--- config.mk ---
export PLATFORM = sky130hd
export DESIGN_NAME = fpu_cvt_arbiter
export DESIGN_NICKNAME = d
export VERILOG_FILES = /design/src/rtl/fpu_cvt_pkg.sv /design/src/rtl/fpu_cvt_arbiter_cvt.sv /design/src/rtl/fpu_cvt_arbiter.sv
export SDC_FILE = /design/constraint.sdc
export NUM_CORES = 1
export LEC_CHECK = 0
export BUFFER_PORTS_ARGS = -buffer_cell sky130_fd_sc_hd__clkbuf_2
export CORE_UTILIZATION = 45
export CTS_CLUSTER_DIAMETER = 40
export CTS_CLUSTER_SIZE = 40
export DETAILED_ROUTE_END_ITERATION = 12
export PLACE_DENSITY = 0.71
export SETUP_SLACK_MARGIN = 0.1
export SLEW_MARGIN = 20
export SYNTH_ARGS = -nofsm -noshare
export SYNTH_HDL_FRONTEND = slang
export SYNTH_HIERARCHICAL = 1
export SYNTH_SLANG_ARGS = --single-unit
--- constraint.sdc ---
create_clock -name clk -period 5.7 [get_ports clk]
set_input_delay 0.285 -clock clk [delete_from_list [all_inputs] [get_ports clk]]
set_output_delay 0.285 -clock clk [all_outputs]
set_load 0.01 [all_outputs]
--- src/rtl/fpu_cvt_pkg.sv ---
// Shared types for the converter arbiter: FSM states,
// default requester count and the round-robin grant search.
package fpu_cvt_pkg;

  localparam int NREQ_DEF = 4;
  localparam int MAXREQ   = 8;

  typedef enum logic [1:0] {
    IDLE = 2'd0,
    CONV = 2'd1,
    RESP = 2'd2
  } state_t;

  typedef struct packed {
    logic       any;
    logic [2:0] idx;
  } grant_t;

  // First asserted request at or after ptr, wrapping modulo n.
  function automatic grant_t rr_grant(
    input logic [2:0] ptr,
    input logic [7:0] req,
    input int         n
  );
    grant_t g;
    int     j;
    g = '0;
    for (int k = 0; k < MAXREQ; k++) begin
      j = (int'(ptr) + k) % n;
      if (k < n && !g.any && req[j]) begin
        g.any = 1'b1;
        g.idx = 3'(j);
      end
    end
    return g;
  endfunction

endpackage

--- src/rtl/fpu_cvt_arbiter_cvt.sv ---
// Int_to_Float: signed int32 to IEEE-754 single, truncating.
// Ports: int_in operand; fp_out result; p_lost dropped bits; done_flag.
module Int_to_Float (
  input  logic [31:0] int_in,
  output logic [31:0] fp_out,
  output logic        p_lost,
  output logic        done_flag
);

  logic        sign;
  logic [31:0] mag;
  logic [31:0] norm;
  logic [4:0]  lz;
  logic        found;

  always_comb begin
    sign = int_in[31];
    mag  = sign ? (~int_in + 32'd1) : int_in;
    lz    = '0;
    found = 1'b0;
    for (int i = 31; i >= 0; i--) begin
      if (!found && mag[i]) begin
        lz    = 5'(31 - i);
        found = 1'b1;
      end
    end
    // Leading one lands on bit 31; bits below the mantissa are lost.
    norm = mag << lz;
    if (mag == '0) begin
      fp_out = '0;
      p_lost = 1'b0;
    end else begin
      fp_out = {sign, 8'(8'd158 - {3'b0, lz}), norm[30:8]};
      p_lost = |norm[7:0];
    end
    done_flag = 1'b1;
  end

endmodule

--- src/rtl/fpu_cvt_arbiter.sv ---
// Round-robin arbiter sharing one Int_to_Float among NREQ requesters.
// Ports: clk, rst_n; req_valid/req_data/req_ready; rsp_*; busy.
module fpu_cvt_arbiter
  import fpu_cvt_pkg::*;
#(
  parameter  int NREQ  = NREQ_DEF,
  localparam int TAG_W = $clog2(NREQ)
) (
  input  logic              clk,
  input  logic              rst_n,
  input  logic [NREQ-1:0]   req_valid,
  input  logic [32*NREQ-1:0] req_data,
  output logic [NREQ-1:0]   req_ready,
  output logic              rsp_valid,
  input  logic              rsp_ready,
  output logic [31:0]       rsp_data,
  output logic [TAG_W-1:0]  rsp_tag,
  output logic              rsp_p_lost,
  output logic              busy
);

  state_t           state;
  state_t           state_n;
  logic [TAG_W-1:0] ptr;
  logic [TAG_W-1:0] ptr_n;
  logic [TAG_W-1:0] tag_reg;
  logic [TAG_W-1:0] sel_tag;
  logic [31:0]      op_reg;
  logic [31:0]      sel_data;
  grant_t           g;
  logic [31:0]      cvt_data;
  logic             cvt_lost;
  logic             cvt_done;

  Int_to_Float u_cvt (
    .int_in    (op_reg),
    .fp_out    (cvt_data),
    .p_lost    (cvt_lost),
    .done_flag (cvt_done)
  );

  always_comb begin
    g = rr_grant(3'(ptr), 8'(req_valid), NREQ);
    sel_data = '0;
    sel_tag  = '0;
    ptr_n    = '0;
    for (int i = 0; i < NREQ; i++) begin
      if (g.idx == 3'(i)) begin
        sel_data = req_data[32*i +: 32];
        sel_tag  = TAG_W'(i);
        ptr_n    = (i == NREQ - 1) ? '0 : TAG_W'(i + 1);
      end
    end
  end

  always_ff @(posedge clk) begin
    if (!rst_n) state <= IDLE;
    else        state <= state_n;
  end

  always_comb begin
    state_n = state;
    unique case (state)
      IDLE:    if (g.any)     state_n = CONV;
      CONV:    if (cvt_done)  state_n = RESP;
      RESP:    if (rsp_ready) state_n = IDLE;
      default:                state_n = IDLE;
    endcase
  end

  // Grant is suppressed while reset is asserted.
  always_comb begin
    req_ready = '0;
    busy      = (state != IDLE);
    if (state == IDLE && rst_n && g.any) begin
      for (int i = 0; i < NREQ; i++)
        req_ready[i] = (g.idx == 3'(i));
    end
  end

  always_ff @(posedge clk) begin
    if (!rst_n) begin
      ptr        <= '0;
      op_reg     <= '0;
      tag_reg    <= '0;
      rsp_valid  <= 1'b0;
      rsp_data   <= '0;
      rsp_tag    <= '0;
      rsp_p_lost <= 1'b0;
    end else begin
      unique case (state)
        IDLE: if (g.any) begin
          op_reg  <= sel_data;
          tag_reg <= sel_tag;
          ptr     <= ptr_n;
        end
        CONV: if (cvt_done) begin
          rsp_data   <= cvt_data;
          rsp_p_lost <= cvt_lost;
          rsp_tag    <= tag_reg;
          rsp_valid  <= 1'b1;
        end
        RESP: if (rsp_ready) begin
          rsp_valid <= 1'b0;
        end
        default: ;
      endcase
    end
  end

endmodule

==> impl_metrics.toml, run 1 <==
[yosys]
yosysTopAreaCell = "dfxtp_1"
synth_edf_count = 0
synth_cells = 999
ys_types = 94
syn_nets = 1140
ys.flop_type = "dfxtp_1"
avgSynthCellArea_sq_um = 7.45
yosysWarnings = 6
syn_area_sq_mm = 0.00744
synth.top_cell.area_share_pct = 19.9
async_flop_share_pct = 0
ys_seq_elements = 74
synthTopCellsByArea = "dfxtp_1 (20%), mux2i_1 (7.1%), nand2_1 (5.9%)"
seq_area_frac_synth_pct = 19.9

[timing]
slew_headroom_pct = 40.3
max_freq_ghz = 0.193
worstMarginPinSlew_ns = 0.893
finalHoldViolCount = 0
setup_viol_count_final = 0
fin_skew_ns = 0.00801
final-max-slew-violation-count = 0
min_period_ns = 5.19
fin_crit_sh_pct = 91.1
finalSetupTns_ns = 0
rsz0062_at_grt = "false"

[finish]
drive_gt1_share_pct = 25.2
area_growth_pct = 16.5
finalNetCount = 1268
antenna_cells = 0

[floorplanning]
num_io_pins = 176
dieWidth_um = 131
die_area_sq_mm = 0.0171
start_util_pct = 46.5
die_h_um = 131
num_rows = 46
coreArea_sq_mm = 0.0160

[pwr]
finalPower_mw = 3.87
leakage_nw = 3.66
powerDensity_mw_per_mm2 = 446
vdd_drop_max_mv = 0.209

[route]
ant_nets = 0
drcViolationCount = 0
drt-initial-drc-count = 705
totalWireLength_um = 23600
avgViaCountPerCell = 6.11
drt_first_pass_iters = 5
routedWlPerCell_um = 17.5
dr_total_vias = 8233

[worst_setup_path]
cp-endpoint = "rsp_data[18]$_SDFFE_PN0P_"
worstSetupEndpointType = "flop"
critical_path_arrival_ns = 5.42
cp_slowest_stage_delay_ns = 0.59
crit_start = "op_reg[3]$_SDFFE_PN0P_"
worst_setup_path_start_kind = "flop"
crit_path_cell_trace = "nor4_4 -> nand2_2 -> or3_1 -> o21ai_0 -> a211oi_1 -> or4b_1 -> or4_4 -> a31o_4 -> inv_4 -> buf_4 -> mux2i_1 -> a21oi_1 -> a222oi_1 -> nand2_1 -> nand2_1 -> a21boi_0"
worstSetupPathType = "reg2reg"
timing.rr.start = "op_reg[3]$_SDFFE_PN0P_"
crit_required_ns = 5.93
cp_common_cell = "nand2_1"
critical_path_peak_fanout = 19
rr_worst_depth = 16
worst_path_max_delay_cell = "or4_4"
r2r-end = "rsp_data[18]$_SDFFE_PN0P_"
r2r_slack_ns = 0.51

[clocking]
clkTransAtPathRegs_ns = 0.06
clock_latency_ns = 0.34
cts_max_level = 3
clockBufferDepth = 2
root_buffer = "clkbuf_16"
cts_sinks = 74
cts_buffers = 9
cts_tree = "yes"

[global_routing]
grt_max_degree = 79
first_global_vias = 7373
antenna_found_initial = 0
grt_usage_pct = 27.6
grt_remaining_overflow = 0
grt_pass1_wl_um = 37200

[placed_design]
port_buffers = 175
hpwl_um = 18100
gp_congestion = 0.935

[min_path]
hp-start = "req_data[112]"
hold_path_class = "in2reg"

[status]
status = "finished clean"

[flow_run]
maxCapViolations = 0
worst max-delay path, delay by kind of cell (launching register included):
family / cells / cell delay [ns]
buf+inv: 2 / 0.40
flops: 1 / 0.40
mux: 1 / 0.37
compound gates: 6 / 1.23
simple gates: 7 / 2.68
cells in the mapped netlist (5+ instances only):
cell,instances
clkbuf_1,45
nand4_1,6
nand2b_1,8
or2_2,7
inv_1,49
a21oi_1,61
and3_1,11
o31ai_1,16
nand2_1,118
xor2_1,19
a211oi_1,11
o21ai_0,58
o211ai_1,7
buf_2,22
o2111ai_1,5
o21ai_1,5
mux2i_1,53
o22ai_1,12
mux2_2,17
and2_1,7
nor3b_1,5
xnor2_1,10
or3_1,12
a21boi_0,40
nor2_1,76
a22oi_1,5
nand3_1,16
a221o_1,31
o221ai_1,6
dfxtp_1,74
ha_1,6
buf_6,10
nor3_1,15
nor4_1,13
a221oi_1,34
per-stage QoR:
stage | cell area [sq um] | util (%) | instances | hold WS (ns) | setup slack (ns)
3_5_place_dp | 8370 | 52.3 | 1332 | 0.461 | 0.389
5_1_grt | 8670 | 54.2 | 1348 | 0.227 | 0.135
2_1_floorplan | 7440 | - | 999 | 0.441 | 0.805
4_1_cts | 8670 | 54.2 | 1348 | 0.209 | 0.384
3_3_place_gp | 8370 | 52.3 | 1332 | 0.451 | 0.486
6_report | 8670 | 54.2 | 1348 | 0.212 | 0.506
repair_timing:
action                                  4_1_cts  5_1_grt
resized for setup                             0        1
hold buffers                                  0        0
endpoints found under the setup margin        0       11
buffers inserted                              0        0
report_power, final:
part,switching [mW],internal [mW],leakage (nW),total [mW]
Combinational,1.56,1.03,2.91,2.59
Clock,0.216,0.351,0.143,0.567
Sequential,0.110,0.601,0.608,0.711
Total,1.89,1.98,3.66,3.87
area by class of cell:
cell class	count	area (sq um)
Timing Repair Buffer	201	1070
Tap cell	216	270
Fill cell	1593	7330
Inverter	51	195
Clock buffer	12	246
Multi-Input combinational cell	790	5360
Sequential cell	74	1480
Clock inverter	4	51.3
metal layers:
layer	vias up	GRT usage (%)	part of all wire, %
met5	-	0	0
met4	0	8.79	2.1
met3	37	3.95	7.1
met2	380	43.2	45
met1	3821	38.8	46
li1	3995	-	-
kinds of logic after synthesis:
logic type      after synthesis  synth area share (%)
compound gates              346                  34.0
xor+xnor                     29                  3.41
flops                        74                  19.9
simple gates                335                  22.7
fa+ha+maj                     6                  1.01
other cells                   1                0.0504
buf+inv                     135                  8.49
mux                          73                  10.4
layout by cell type (no fill, tap or decap), types with 31 or more instances in the layout:
master      n
a21boi_0   40
a21oi_1    61
a221o_1    31
a221oi_1   34
clkbuf_2  175
dfxtp_1    74
inv_1      49
mux2i_1    53
nand2_1   118
nor2_1     74
o21ai_0    58
worst min-delay path by stage:
stage,slack [ns],cells past startpoint,to
after floorplan,0.44,2,rsp_tag[1]$_SDFFE_PN0P_
after global placement,0.45,2,rsp_data[17]$_SDFFE_PN0P_
after detailed placement,0.46,2,rsp_data[3]$_SDFFE_PN0P_
after CTS,0.21,3,op_reg[16]$_SDFFE_PN0P_
after global routing,0.23,3,op_reg[4]$_SDFFE_PN0P_
final,0.21,3,op_reg[16]$_SDFFE_PN0P_
(Power assumes the default switching activity.)
==> run 2, diff against run 1 <==
CORE_MARGIN = 5   (was not set)
==> run 2 against run 1 <==
Total power increased by 0.76%. Highest routed layer unchanged. Clock skew increased by 0.0071 ns. Critical path type unchanged. First-iteration DRC count increased by 36%. Flip-flop and latch count unchanged.
==> impl_metrics.toml, run 2 (synthesis gave the netlist of run 1 again) <==
[status]
status = "finished clean"

[global_routing]
grt_usage_pct = 25.0
first_global_vias = 7731
grt_pass1_wl_um = 40100
grt_remaining_overflow = 0
grt_max_degree = 79
antenna_found_initial = 0

[clocking]
cts_sinks = 74
postCtsHoldBufs = 0
clockBufferDepth = 2
post_cts_resized = 0
clock_latency_ns = 0.36
cts_buffers = 9
root_buffer = "clkbuf_16"
cts_max_level = 3
cts_tree = "yes"
clkTransAtPathRegs_ns = 0.06
postCtsSetupRepairBufs = 0

[flow_run]
maxCapViolations = 0

[route]
drt-initial-drc-count = 958
totalWireLength_um = 25100
dr_total_vias = 8216
routedWlPerCell_um = 18.5
drt_first_pass_iters = 6
avgViaCountPerCell = 6.07
ant_nets = 0
drcViolationCount = 0

[timing]
final-max-slew-violation-count = 0
slew_headroom_pct = 49.3
max_freq_ghz = 0.189
worstMarginPinSlew_ns = 0.760
post-route-worst-setup-slack_ns = 0.399
finalHoldViolCount = 0
finalSetupTns_ns = 0
fin_skew_ns = 0.0151
setup_viol_count_final = 0
fin_crit_sh_pct = 93.0
holdWs_ns = 0.209
rsz0062_at_grt = "false"
min_period_ns = 5.30

[finish]
final_common_cell = "clkbuf_2"
final_cell_mix = "clkbuf_2 (175), nand2_1 (118), nor2_1 (74), dfxtp_1 (74), a21oi_1 (61)"
ff_latch_area_sq_mm = 0.00148
drive_gt1_share_pct = 25.3
antenna_cells = 0
multi_input_area_sq_mm = 0.00536
design_area_sq_mm = 0.00869
fill_cells = 1632
area_growth_pct = 16.7
finalNetCount = 1270

[floorplanning]
num_rows = 47
die_area_sq_mm = 0.0192
coreArea_sq_mm = 0.0164
start_util_pct = 45.4
dieWidth_um = 139
num_io_pins = 176
die_h_um = 139

[worst_setup_path]
worstSetupEndpointType = "flop"
critical_path_peak_fanout = 21
crit_required_ns = 5.98
worst_setup_path_start_kind = "flop"
worstSetupPathType = "reg2reg"
critical_path_arrival_ns = 5.58

[pwr]
powerDensity_mw_per_mm2 = 449
vdd_drop_max_mv = 0.238
leakage_nw = 3.67

[placed_design]
port_buffers = 175
dp_slack_ns = 0.338
hpwl_um = 19200
gp_congestion = 1.00
dpl_cell_area_sq_mm = 0.00839

[min_path]
hold_path_class = "in2reg"
-- run 2: changes by cell type in the layout (fill, tap and decap cells not counted), sizes merged --
| cell | change |
|---|---|
| buf | +2 |
| clkinv | -1 |
| clkbuf | -1 |
| inv | +1 |
-- run 2: worst max-delay path, stage by stage, from the launching register on --
cell and delay (ns):
dfxtp_1 0.40, inv_1 0.21, ha_1 0.19, nor3b_2 0.31, nand2_2 0.28, or3_1 0.47
nor4_2 0.28, a211oi_1 0.13, or4b_1 0.55, buf_4 0.19, a211oi_1 0.39, a31o_4 0.17
buf_4 0.30, mux2_2 0.38, a22oi_2 0.27, mux2i_1 0.20, o22ai_1 0.24, nand2_1 0.10
a21boi_0 0.15
-- run 2: final timing paths --
path | startpoint | endpoint | slack, ns | depth (start not counted)
max | op_reg[0]$_SDFFE_PN0P_ | rsp_data[7]$_SDFFE_PN0P_ | 0.40 | 18
max reg2reg | op_reg[0]$_SDFFE_PN0P_ | rsp_data[7]$_SDFFE_PN0P_ | 0.40 | 18
min reg2reg | rsp_data[5]$_SDFFE_PN0P_ | rsp_data[5]$_SDFFE_PN0P_ | 0.46 | 2
min | req_data[102] | op_reg[6]$_SDFFE_PN0P_ | 0.21 | 3
-- run 2: routing by layer --
layer	GRT usage, %	part of all wire (%)
met1	32.6	43
met2	40.4	46
met3	5.21	7.3
met4	10.0	3.7
met5	0	0
-- run 2: metrics by stage --
step / power, mW / instances / utilization, %
3_5_place_dp: 3.25 / 1338 / 51.1
5_1_grt: 4.15 / 1353 / 52.9
3_3_place_gp: 3.26 / 1338 / 51.1
2_1_floorplan: 2.63 / 999 / -
6_report: 3.90 / 1353 / 52.9
4_1_cts: 3.85 / 1353 / 52.9
-- run 2: power by group --
| group | total [mW] | switching, mW | internal [mW] |
|---|---|---|---|
| Combinational | 2.60 | 1.57 | 1.04 |
| Clock | 0.583 | 0.233 | 0.349 |
| Sequential | 0.711 | 0.111 | 0.600 |
-- run 2: cell type report --
cell class                      count  area share [%]
Timing Repair Buffer              203            12.5
Clock inverter                      4           0.591
Clock buffer                       11            2.79
Multi-Input combinational cell    790            61.6
Sequential cell                    74            17.1
Tap cell                          220            3.17
Inverter                           51            2.25
==> run 3, diff against run 2 <==
MAX_ROUTING_LAYER = met4   (was not set)
==> run 3 against run 2 <==
The flow now stops in 5_2_route. Global-route usage rose by 0.72 points. Synthesized cell count did not move. Area after synthesis is the same.
==> impl_metrics.toml, run 3 <==
[status]
status = "aborted with a tool error"
failing_step = "5_2_route"
stop_error = "[ERROR DRT-0255] Maze Route cannot find path of net clk in worker of routeBox ( 96600 0 ) ( 138620 48300 )."

[timing]
worst-ep-kind = "register input"
crit_endpoint = "rsp_data[20]$_SDFFE_PN0P_/D"

[global_routing]
grt_usage_pct = 25.7
first_global_vias = 7771
grt_pass1_wl_um = 40000
antenna_found_initial = 0
grt_remaining_overflow = 0
grt_max_degree = 79

[floorplanning]
dieWidth_um = 139
start_util_pct = 45.4
die_h_um = 139
num_rows = 47
num_io_pins = 176

[clocking]
cts_buffers = 9
clockBufferDepth = 2
root_buffer = "clkbuf_16"
cts_sinks = 74
postCtsSetupRepairBufs = 0
cts_max_level = 3

[yosys]
async_flop_share_pct = 0
syn_area_sq_mm = 0.00744
ys_types = 94
avgSynthCellArea_sq_um = 7.45
synth.top_cell.area_share_pct = 19.9
yosysTopAreaCell = "dfxtp_1"
synth.most_common_cell = "nand2_1"
seq_area_frac_synth_pct = 19.9
ys_seq_elements = 74
syn_nets = 1140
yosysWarnings = 6
synth_common_cells = "nand2_1 (118), nor2_1 (76), dfxtp_1 (74), a21oi_1 (61), o21ai_0 (58)"
ys.flop_type = "dfxtp_1"
synthTopCellsByArea = "dfxtp_1 (20%), mux2i_1 (7.1%), nand2_1 (5.9%)"
synth_cells = 999
synth_edf_count = 0

[placed_design]
hpwl_um = 19100
port_buffers = 175
dp.cells = 1338
gp_congestion = 0.948
run 3: kinds of logic after synthesis:
kind of cell | count (synthesis) | share of synthesized area, %
muxes | 73 | 10.4
adders and majority gates | 6 | 1.01
AOI/OAI and AO/OA | 346 | 34.0
DFF | 74 | 19.9
other | 1 | 0.0504
and+or+nand+nor | 335 | 22.7
buffers and inverters | 135 | 8.49
xor gates and xnor gates | 29 | 3.41
run 3: layer usage:
layer	track usage (%)
met5	-
met1	33.6
met3	3.66
met2	41.0
met4	8.75
run 3: per-stage QoR:
stage	instance area (sq um)	worst slack, ns	hold slack, ns
global route	8690	0.176	0.228
CTS	8680	0.413	0.201
detailed placement	8390	0.439	0.457
global placement	8390	0.570	0.451
floorplan	7440	0.805	0.441
run 3: repair_timing:
item | in CTS | in global routing
hold buffers | 0 | 0
setup endpoints to repair | 0 | 18
resized for setup | 0 | 2
==> run 4, diff against run 3 <==
CORE_UTILIZATION = 30   (was 45)
CTS_CLUSTER_DIAMETER = not set   (was 40)
CTS_CLUSTER_SIZE = not set   (was 40)
MAX_ROUTING_LAYER = not set   (was met4)
PLACE_DENSITY = not set   (was 0.71)
PLACE_DENSITY_LB_ADDON = 0.15   (was not set)
SETUP_SLACK_MARGIN = not set   (was 0.1)
==> run 4 against run 3 <==
The run now ends clean. Global-route usage down 7.7 points.
==> impl_metrics.toml, run 4 (synthesis gave the netlist of run 1 again) <==
[status]
status = "finished clean"

[worst_setup_path]
path_delay_family = "simple AND/OR/NAND/NOR gates"
crit_required_ns = 5.92
worst_path_max_delay_cell = "or4_4"
critical_path_arrival_ns = 5.52
crit_path_cell_trace = "inv_1 -> ha_1 -> nor3b_1 -> nand2_2 -> buf_4 -> o41ai_1 -> xnor2_1 -> nor3b_1 -> nand2_1 -> or4_4 -> a31o_4 -> inv_4 -> buf_4 -> mux2_2 -> a22oi_1 -> o221ai_1 -> a311o_1 -> nand2_1 -> a21boi_0"
worstSetupPathType = "reg2reg"
r2r_slack_ns = 0.41
critical_path_peak_fanout = 18
crit_start = "op_reg[0]$_SDFFE_PN0P_"
cp-endpoint = "rsp_data[21]$_SDFFE_PN0P_"
rr_worst_depth = 19
timing.rr.start = "op_reg[0]$_SDFFE_PN0P_"
cp.depth = 19
r2r-end = "rsp_data[21]$_SDFFE_PN0P_"
cp_slowest_stage_delay_ns = 0.56
worstSetupEndpointType = "flop"
crit_buf_inv = 4
worst_setup_path_start_kind = "flop"

[pwr]
p_int_mw = 2.03
vdd_drop_max_mv = 0.180
switchingPower_mw = 1.93
leakage_nw = 3.70
power.share.switching_pct = 48.7
p_clk_share_pct = 15.8
powerDensity_mw_per_mm2 = 446
pwr-share-comb_pct = 66.3
finalPower_mw = 3.96
power_frac_seq_pct = 17.8

[route]
drt-initial-drc-count = 482
drt_first_pass_iters = 5
ant_nets = 0
totalWireLength_um = 26100
avgViaCountPerCell = 5.53
drcViolationCount = 0
dr_total_vias = 8087
routedWlPerCell_um = 17.9

[finish]
antenna_cells = 0
drive_gt1_share_pct = 25.7
instances_no_fill = 1462
area_growth_pct = 19.2
final_cell_mix = "clkbuf_2 (175), nand2_1 (118), nor2_1 (74), dfxtp_1 (74), a21oi_1 (61)"
finalNetCount = 1275
fill_cells = 2660
final_common_cell = "clkbuf_2"

[min_path]
holdPathStages = 3
hold_path_class = "in2reg"

[timing]
finalSetupTns_ns = 0
worstMarginPinSlew_ns = 0.893
finalHoldViolCount = 0
min_period_ns = 5.29
setup_viol_count_final = 0
fin_crit_sh_pct = 92.8
rsz0062_at_grt = "false"
max_freq_ghz = 0.189
slew_headroom_pct = 40.2
final-max-slew-violation-count = 0
fin_skew_ns = 0.00965
holdWs_ns = 0.221

[global_routing]
grt_remaining_overflow = 0
antenna_found_initial = 0
grt_usage_pct = 18.0
grt_max_degree = 79
grt_pass1_wl_um = 42000
first_global_vias = 7872

[clocking]
cts_max_level = 3
clockBufferDepth = 2
post_cts_resized = 0
cts_sinks = 74
clkTransAtPathRegs_ns = 0.07
postCtsSetupRepairBufs = 0
clock_latency_ns = 0.34
cts_tree = "yes"
root_buffer = "clkbuf_16"
cts_buffers = 9
postCtsHoldBufs = 0

[floorplanning]
num_io_pins = 176
coreArea_sq_mm = 0.0244
start_util_pct = 30.5
die_area_sq_mm = 0.0281
dieWidth_um = 168
die_h_um = 168
num_rows = 57

[placed_design]
gp_congestion = 0.914
hpwl_um = 20200
port_buffers = 175
dp.cells = 1447

[flow_run]
maxCapViolations = 0
[run 4: metal layers]
layer  up-vias  wire length (um)  global-route usage, %
met5         -                 0                      0
met4         0               420                   4.45
met3        30              1780                   3.37
met2       309             11500                   28.0
met1      3735             12500                   25.6
li1       4013                 -                      -
[run 4: through the flow]
step / area (sq um) / util, % / worst slack (ns)
3_5_place_dp: 8560 / 35.1 / 0.515
6_report: 8870 / 36.4 / 0.408
4_1_cts: 8870 / 36.4 / 0.455
5_1_grt: 8870 / 36.4 / 0.0210
3_3_place_gp: 8560 / 35.1 / 0.569
2_1_floorplan: 7440 / - / 0.805
[run 4: worst min-delay path by stage]
| stage | from | to |
|---|---|---|
| final | req_data[111] | op_reg[15]$_SDFFE_PN0P_ |
| after global routing | req_data[127] | op_reg[31]$_SDFFE_PN0P_ |
| after floorplan | tag_reg[1]$_SDFFE_PN0P_ | rsp_tag[1]$_SDFFE_PN0P_ |
| after detailed placement | rsp_data[11]$_SDFFE_PN0P_ | rsp_data[11]$_SDFFE_PN0P_ |
| after global placement | rsp_data[8]$_SDFFE_PN0P_ | rsp_data[8]$_SDFFE_PN0P_ |
| after CTS | req_data[110] | op_reg[14]$_SDFFE_PN0P_ |
[run 4: worst register-to-register path: stages, from the launching register on]
cell      delay [ns]
dfxtp_1         0.31
inv_1           0.18
ha_1            0.20
nor3b_1         0.52
nand2_2         0.21
buf_4           0.24
o41ai_1         0.49
xnor2_1         0.23
nor3b_1         0.35
nand2_1         0.12
or4_4           0.56
a31o_4          0.26
inv_4           0.20
buf_4           0.24
mux2_2          0.36
a22oi_1         0.15
o221ai_1        0.15
a311o_1         0.30
nand2_1         0.06
a21boi_0        0.07
[run 4: power groups by stage]
stage	combinational (mW)	sequential [mW]	clock (mW)
2_1_floorplan	1.94	0.689	0
3_3_place_gp	2.62	0.715	0
3_5_place_dp	2.58	0.717	0
4_1_cts	2.59	0.706	0.644
5_1_grt	2.86	0.723	0.665
6_report	2.63	0.706	0.627
[run 4: cell type report]
type	instances	area (sq um)	share of cell area [%]
well taps	324	405	4.57
clock inverters	6	90.1	1.02
flip-flops and latches	74	1480	16.7
clock buffers	9	225	2.54
multi-input cells	790	5350	60.3
repair buffers	208	1120	12.7
inverters	51	195	2.20
